[src/rtl/debounce_btn_multi.sv]
// N-channel push-button debouncer: 2-flop synchroniser, stable-count filter,
// press/release pulses and an optional long-press / auto-repeat pulse per channel.
module debounce_btn_multi #(
  parameter int N_CH          = 4,
  parameter int STABLE_CYCLES = 4,
  parameter int ACTIVE_LOW    = 1,
  parameter int HOLD_CYCLES   = 0,
  parameter int REPEAT_CYCLES = 0
) (
  input  logic            clk,
  input  logic            rst,
  input  logic [N_CH-1:0] btn_state,
  output logic [N_CH-1:0] debounced,
  output logic [N_CH-1:0] press_pulse,
  output logic [N_CH-1:0] release_pulse,
  output logic [N_CH-1:0] hold_pulse
);

  localparam int              CNT_W    = $clog2(STABLE_CYCLES + 1);
  localparam logic [CNT_W-1:0] CNT_LAST = CNT_W'(STABLE_CYCLES - 1);
  localparam logic            INACTIVE = (ACTIVE_LOW != 0);

  for (genvar i = 0; i < N_CH; i++) begin : g_ch
    logic             s1_q, s1_d, s2_q, s2_d;
    logic             deb_q, deb_d;
    logic             press_q, press_d;
    logic             rel_q, rel_d;
    logic [CNT_W-1:0] cnt_q, cnt_d;
    logic             p;

    always_comb begin
      s1_d    = btn_state[i];
      s2_d    = s1_q;
      p       = (ACTIVE_LOW != 0) ? ~s2_q : s2_q;
      deb_d   = deb_q;
      cnt_d   = cnt_q;
      press_d = 1'b0;
      rel_d   = 1'b0;
      // Any sample agreeing with the current state restarts the run.
      if (p == deb_q) begin
        cnt_d = '0;
      end else if (cnt_q == CNT_LAST) begin
        deb_d   = p;
        cnt_d   = '0;
        press_d = p;
        rel_d   = ~p;
      end else begin
        cnt_d = cnt_q + CNT_W'(1);
      end
    end

    always_ff @(posedge clk or posedge rst) begin
      if (rst) begin
        s1_q    <= INACTIVE;
        s2_q    <= INACTIVE;
        deb_q   <= 1'b0;
        cnt_q   <= '0;
        press_q <= 1'b0;
        rel_q   <= 1'b0;
      end else begin
        s1_q    <= s1_d;
        s2_q    <= s2_d;
        deb_q   <= deb_d;
        cnt_q   <= cnt_d;
        press_q <= press_d;
        rel_q   <= rel_d;
      end
    end

    assign debounced[i]     = deb_q;
    assign press_pulse[i]   = press_q;
    assign release_pulse[i] = rel_q;

    if (HOLD_CYCLES > 0) begin : g_hold
      // state     | meaning
      // IDLE      | not pressed, waiting for a debounced press
      // WAIT_HOLD | pressed, timing out to the first hold pulse
      // REPEAT    | held past first pulse, auto-repeating
      // DONE      | single hold pulse issued, waiting for release
      localparam int HMAX = (HOLD_CYCLES > REPEAT_CYCLES) ? HOLD_CYCLES : REPEAT_CYCLES;
      localparam int HC_W = $clog2(HMAX + 1);
      localparam logic [HC_W-1:0] HOLD_LAST = HC_W'(HOLD_CYCLES - 1);
      localparam logic [HC_W-1:0] REP_LAST  = HC_W'((REPEAT_CYCLES > 0) ? REPEAT_CYCLES - 1 : 0);

      typedef enum logic [1:0] {IDLE, WAIT_HOLD, REPEAT, DONE} hold_state_e;

      hold_state_e     state_q, state_d;
      logic [HC_W-1:0] hcnt_q, hcnt_d;
      logic            hold_q, hold_d;

      always_comb begin
        state_d = state_q;
        hcnt_d  = hcnt_q;
        hold_d  = 1'b0;
        // Release wins over a hold pulse falling on the same edge.
        if (rel_d) begin
          state_d = IDLE;
          hcnt_d  = '0;
        end else begin
          case (state_q)
            IDLE: begin
              if (press_d) begin
                state_d = WAIT_HOLD;
                hcnt_d  = '0;
              end
            end
            WAIT_HOLD: begin
              if (hcnt_q == HOLD_LAST) begin
                hold_d = 1'b1;
                hcnt_d = '0;
                if (REPEAT_CYCLES > 0) state_d = REPEAT;
                else                   state_d = DONE;
              end else begin
                hcnt_d = hcnt_q + HC_W'(1);
              end
            end
            REPEAT: begin
              if (hcnt_q == REP_LAST) begin
                hold_d = 1'b1;
                hcnt_d = '0;
              end else begin
                hcnt_d = hcnt_q + HC_W'(1);
              end
            end
            DONE:    state_d = DONE;
            default: state_d = IDLE;
          endcase
        end
      end

      always_ff @(posedge clk or posedge rst) begin
        if (rst) begin
          state_q <= IDLE;
          hcnt_q  <= '0;
          hold_q  <= 1'b0;
        end else begin
          state_q <= state_d;
          hcnt_q  <= hcnt_d;
          hold_q  <= hold_d;
        end
      end

      assign hold_pulse[i] = hold_q;
    end else begin : g_no_hold
      assign hold_pulse[i] = 1'b0;
    end
  end

endmodule

[config.mk]
export PLATFORM = sky130hd
export DESIGN_NAME = debounce_btn_multi
export DESIGN_NICKNAME = d
export VERILOG_FILES = /design/src/rtl/debounce_btn_multi.sv
export SDC_FILE = /design/constraint.sdc
export NUM_CORES = 1
export LEC_CHECK = 0
export CAP_MARGIN = 20
export CORE_AREA = 2 2 63 65
export DETAILED_ROUTE_END_ITERATION = 16
export DIE_AREA = 0 0 65 67
export GPL_ROUTABILITY_DRIVEN = 0
export HOLD_SLACK_MARGIN = 0.02
export SYNTH_ARGS = -nofsm -noshare
export SYNTH_HDL_FRONTEND = slang
export SYNTH_SLANG_ARGS = --single-unit
[constraint.sdc]
create_clock -name clk -period 1.2 [get_ports clk]
set_clock_uncertainty 0.05 [all_clocks]
set_input_delay 0.24 -clock clk [delete_from_list [all_inputs] [get_ports clk]]
set_output_delay 0.24 -clock clk [all_outputs]
set_load 0.01 [all_outputs]
After elaboration in Yosys (flattened, before gate mapping) --
Index checks and enable logic that the tools add are counted.
Operators by class: add/sub/neg operators 4, $mul 0, divide/modulo/power cells 0, order comparisons 0, equal/unequal tests 8, shift-type cells 0, mux-type cells 24, bitwise operators 8, reduce and logical (&&, ||, !) cells 4
Operator list (number):
- two-way mux 3 bit | 8
- two-way mux 1 bit | 16
- adder 3 x 1 -> 3 bit, second input constant | 4
- == test 3 x 2 -> 1 bit, second input constant | 4
- NOT 1 bit | 8
- AND reduction 2 bit | 4
- == test 1 bit | 4
Word-level totals: register bits after elaboration 32, latch bits 0, memory bits (writable) 0, bits in read-only memories 0, input port bits 6, output and inout bits 16, memories 0

Depth between registers and ports, before layout --
depth in word-level cells 4, depth in mapped cells 3, depth with buffers taken out 3

Least setup slack after synthesis --
No wires, ideal clock.
path kind register -> register, start point register g_ch[3].cnt_q[0], end point register g_ch[3].rel_q, data arrival time 0.959 ns, setup slack 0.071 ns, cell stages (with the launch flop) 4, path buffers 0, cells stage by stage dfrtp_1 > ha_1 > and2b_2 > and3_2
Between the ends: word-level cells in the longest chain between the ends 3
RTL lines:
- from (decl) | RTL line 28 | logic [CNT_W-1:0] cnt_q, cnt_d;
- from (signal assigned) | RTL line 64 | cnt_q <= cnt_d;
- == test 3 x 2 -> 1 bit | RTL line 42 | end else if (cnt_q == CNT_LAST) begin
- two-way mux 1 bit | RTL line 42
- two-way mux 1 bit | RTL line 40 | if (p == deb_q) begin
- via g_ch[3].rel_d | RTL line 27 | logic rel_q, rel_d;
- to (signal assigned) | RTL line 66 | rel_q <= rel_d;
- to (decl) | RTL line 27
The timed path passes the listed nets, and every way through them passes these cells. A chain may end at the register's enable or synchronous reset.

Worst setup path after layout --
Same ends and word-level chain as after synthesis.

==> impl_metrics.env <==
export IMPL_peak_freq_mhz=865.2
export IMPL_clock_latency_ns=0.27
export IMPL_die_width_um=65
export IMPL_hold_worst_slack_ns=0.2548
export IMPL_vdd_ir_drop_worst_mv=0.7360
export IMPL_synth_top_cells_by_area="sky130_fd_sc_hd__dfrtp_1 48%, sky130_fd_sc_hd__dfstp_2 17%, sky130_fd_sc_hd__buf_4 9.6%"
export IMPL_final_antenna_net_count=0
export IMPL_cell_internal_pwr_mw=2.189
export IMPL_power_per_cell_area_nw_per_um2=2001
export IMPL_place_hpwl_mm=1.099
export IMPL_wire_length_of_the_first_global_routing_pass_mm=2.918
export IMPL_layout_nets=122
export IMPL_netlist_cell_type_count=16
export IMPL_num_rows=22
export IMPL_post_route_util=0.4178
export IMPL_mostFrequentLayoutCells="24 x sky130_fd_sc_hd__dfrtp_1, 8 x sky130_fd_sc_hd__dfstp_2"
export IMPL_drv_slew=0
export IMPL_synthesis_area_um2=1254
export IMPL_synthesis_yosys_warnings=0
export IMPL_global_route_overflow_total=0
export IMPL_drt_first_iter_violations=15
export IMPL_initial_utilization=0.3477
export IMPL_mostFrequentLayoutCell="sky130_fd_sc_hd__dfrtp_1"
export IMPL_crit_path_top_delay_cell="sky130_fd_sc_hd__dfrtp_1"
export IMPL_design_die_area_um2=4355
export IMPL_syn_instance_count=95
export IMPL_grt_max_degree=33
export IMPL_worst_setup_path_start_kind="register"
export IMPL_final_min_period_over_clock_period=0.9631
export IMPL_critical_path_start_end_classification="register to register"
export IMPL_cts_buffers_inserted=5
export IMPL_path_cells="ha_2 -> and2b_2 -> and3_2"
export IMPL_synth_largest_type_area_fraction=0.4790
export IMPL_critical_path_n_buffers_inverters=0
export IMPL_final_hold_fails=0
export IMPL_number_of_design_rule_violations_left_after_detail_routing=0
export IMPL_ys_seq_area_frac=0.6467
export IMPL_syn_to_final_growth_pct=20.16
export IMPL_antenna_found_initial=0
export IMPL_power_frac_clock=0.284
export IMPL_grt_total_usage=0.09581
export IMPL_ctsRootBufferMaster="sky130_fd_sc_hd__clkbuf_8"
export IMPL_path_delay_family="simple AND/OR/NAND/NOR gates"
export IMPL_globalRouteMet1Util=0.1141
export IMPL_cts_max_path_buffers=2
export IMPL_critPathArrivalTime_ns=1.27
export IMPL_vias_in_the_first_global_route=631
export IMPL_core_area_um2=3606
export IMPL_finalCriticalPeriod_ns=1.156
export IMPL_die_height_um=67
export IMPL_post_route_cells_drive_above_1_share=0.2589
export IMPL_cts_clk_slew_worst_paths_ns=0.06
export IMPL_seq_power_share=0.460
export IMPL_power_combinational_fraction=0.256
export IMPL_worst_ep_required_time_ns=1.31
export IMPL_detailed_route_vias_per_instance=4.025
export IMPL_finalSetupViolCount=0
export IMPL_detailroute_via_count=644
export IMPL_clock_sinks=32
export IMPL_run_status="finished, final reports clean"
export IMPL_totalNegativeSetupSlack_ns=0
export IMPL_leak_nw=0.7539
export IMPL_min_delay_path_class="primary input to async pin"
export IMPL_met2_usage=0.1314
export IMPL_tritoncts="done"
export IMPL_power_net_switching_mw=0.8255
export IMPL_rsz0062_at_grt="no"
export IMPL_detail_route_wl_per_cell_um=9.831
export IMPL_antenna_diode_count=0
export IMPL_r2r_start="g_ch[3].cnt_q[0]"
export IMPL_end_kind="register"
export IMPL_peak_per_stage_delay_on_the_critical_path_ns=0.38
export IMPL_cts_htree_levels=2
export IMPL_critical_path_peak_fanout=4
export IMPL_port_buffers=17
export IMPL_floorplan_io_pins=22
export IMPL_swShare=0.2738
export IMPL_top_usage_layer="met2"
export IMPL_cap_viol_max_count=0
export IMPL_drt_pass1_iterations=4
export IMPL_detail_route_wirelength_mm=1.573
export IMPL_postSynthAreaPerCell_um2=13.20
export IMPL_synth_ff_latch_count=32
export IMPL_crit_path_start="g_ch[3].cnt_q[0]"
export IMPL_post_synth_top_area_cell="sky130_fd_sc_hd__dfrtp_1"
export IMPL_grt_use_met3=0.05236
==> cell usage after synthesis <==
cell type and instances:
sky130_fd_sc_hd__and3_1 3, sky130_fd_sc_hd__buf_4 16, sky130_fd_sc_hd__nand2b_1 3, sky130_fd_sc_hd__xor2_1 4
sky130_fd_sc_hd__nor3_1 7, sky130_fd_sc_hd__inv_1 7, sky130_fd_sc_hd__ha_1 4, sky130_fd_sc_hd__dfstp_2 8
sky130_fd_sc_hd__and3_2 1, sky130_fd_sc_hd__nor2b_1 3, sky130_fd_sc_hd__dfrtp_1 24, sky130_fd_sc_hd__nor2_1 2
sky130_fd_sc_hd__and2b_2 1, sky130_fd_sc_hd__nor3b_1 7, sky130_fd_sc_hd__conb_1 1, sky130_fd_sc_hd__mux2i_1 4
==> per-layer routing <==
| layer | up-vias | routed length [um] | share of wire |
|---|---|---|---|
| met2 | 23 | 664 | 0.42 |
| met3 | 4 | 121 | 0.077 |
| met5 | - | 0 | 0 |
| met1 | 299 | 750 | 0.48 |
| met4 | 0 | 36 | 0.023 |
| li1 | 318 | - | - |
==> what timing repair did <==
item / CTS / global route
setup buffers: 0 / 1
endpoints found under the setup margin: 12 / 6
gates resized for setup: 24 / 6
hold buffers: 0 / 0
==> worst paths after layout <==
| check | depth (start not counted) | end | slack, ns |
|---|---|---|---|
| worst min register to register | 0 | g_ch[3].s2_q | 0.31 |
| max in group asynchronous | 3 | g_ch[2].s2_q | 0.61 |
| worst max-delay path | 3 | g_ch[3].rel_q | 0.04 |
| worst min-delay path | 3 | g_ch[3].press_q | 0.25 |
| worst max register to register | 3 | g_ch[3].rel_q | 0.04 |
| min in group clk | 0 | g_ch[3].s2_q | 0.31 |
==> worst register-to-register path, stage by stage, from the launching register on <==
cell                      delay, ns
sky130_fd_sc_hd__dfrtp_1       0.38
sky130_fd_sc_hd__ha_2          0.19
sky130_fd_sc_hd__and2b_2       0.22
sky130_fd_sc_hd__and3_2        0.20
==> area by class of cell <==
type,instances,area [um2]
clock buffer,7,96.34
tap,48,60.06
inverter,7,26.28
sequential,32,810.8
fill,347,2100
timing repair buffer,23,202.7
multi-input combinational,43,310.3
==> per-stage QoR <==
step,power (mW),std cells,cell area (um2),setup slack (ns)
detailed placement,2.244,152,1425,0.02730
global placement,2.205,152,1425,0.05014
global route,3.261,160,1506,0.009554
floorplan,1.976,98,1265,0.07091
finish,3.015,160,1506,0.04423
CTS,3.089,159,1521,0.008800
==> power groups by stage <==
stage                     clock network (mW)  registers [mW]  logic (mW)
after detailed placement                   0            1.41       0.836
after global placement                     0            1.40       0.807
after CTS                              0.903            1.39       0.797
final                                  0.856            1.39       0.771
after global routing                   0.954            1.41       0.895
after floorplan                            0            1.43       0.543
==> sequential cells by signal, indices dropped and copies added (netlist names) <==
| register | flops |
|---|---|
| g_ch.rel_q | 4 |
| g_ch.s1_q | 4 |
| g_ch.press_q | 4 |
| g_ch.deb_q | 4 |
| g_ch.cnt_q | 12 |
| g_ch.s2_q | 4 |
==> cell families after synthesis <==
group,Yosys count,share of synthesized area
flip-flops,32,0.6467
AND/OR/NAND/NOR,27,0.1337
buffers and inverters,23,0.1168
XOR/XNOR,4,0.02794
multiplexers,4,0.03194
adder cells (fa/ha/maj),4,0.03992
other,1,0.002991
Power figures use the tool's default switching activity.
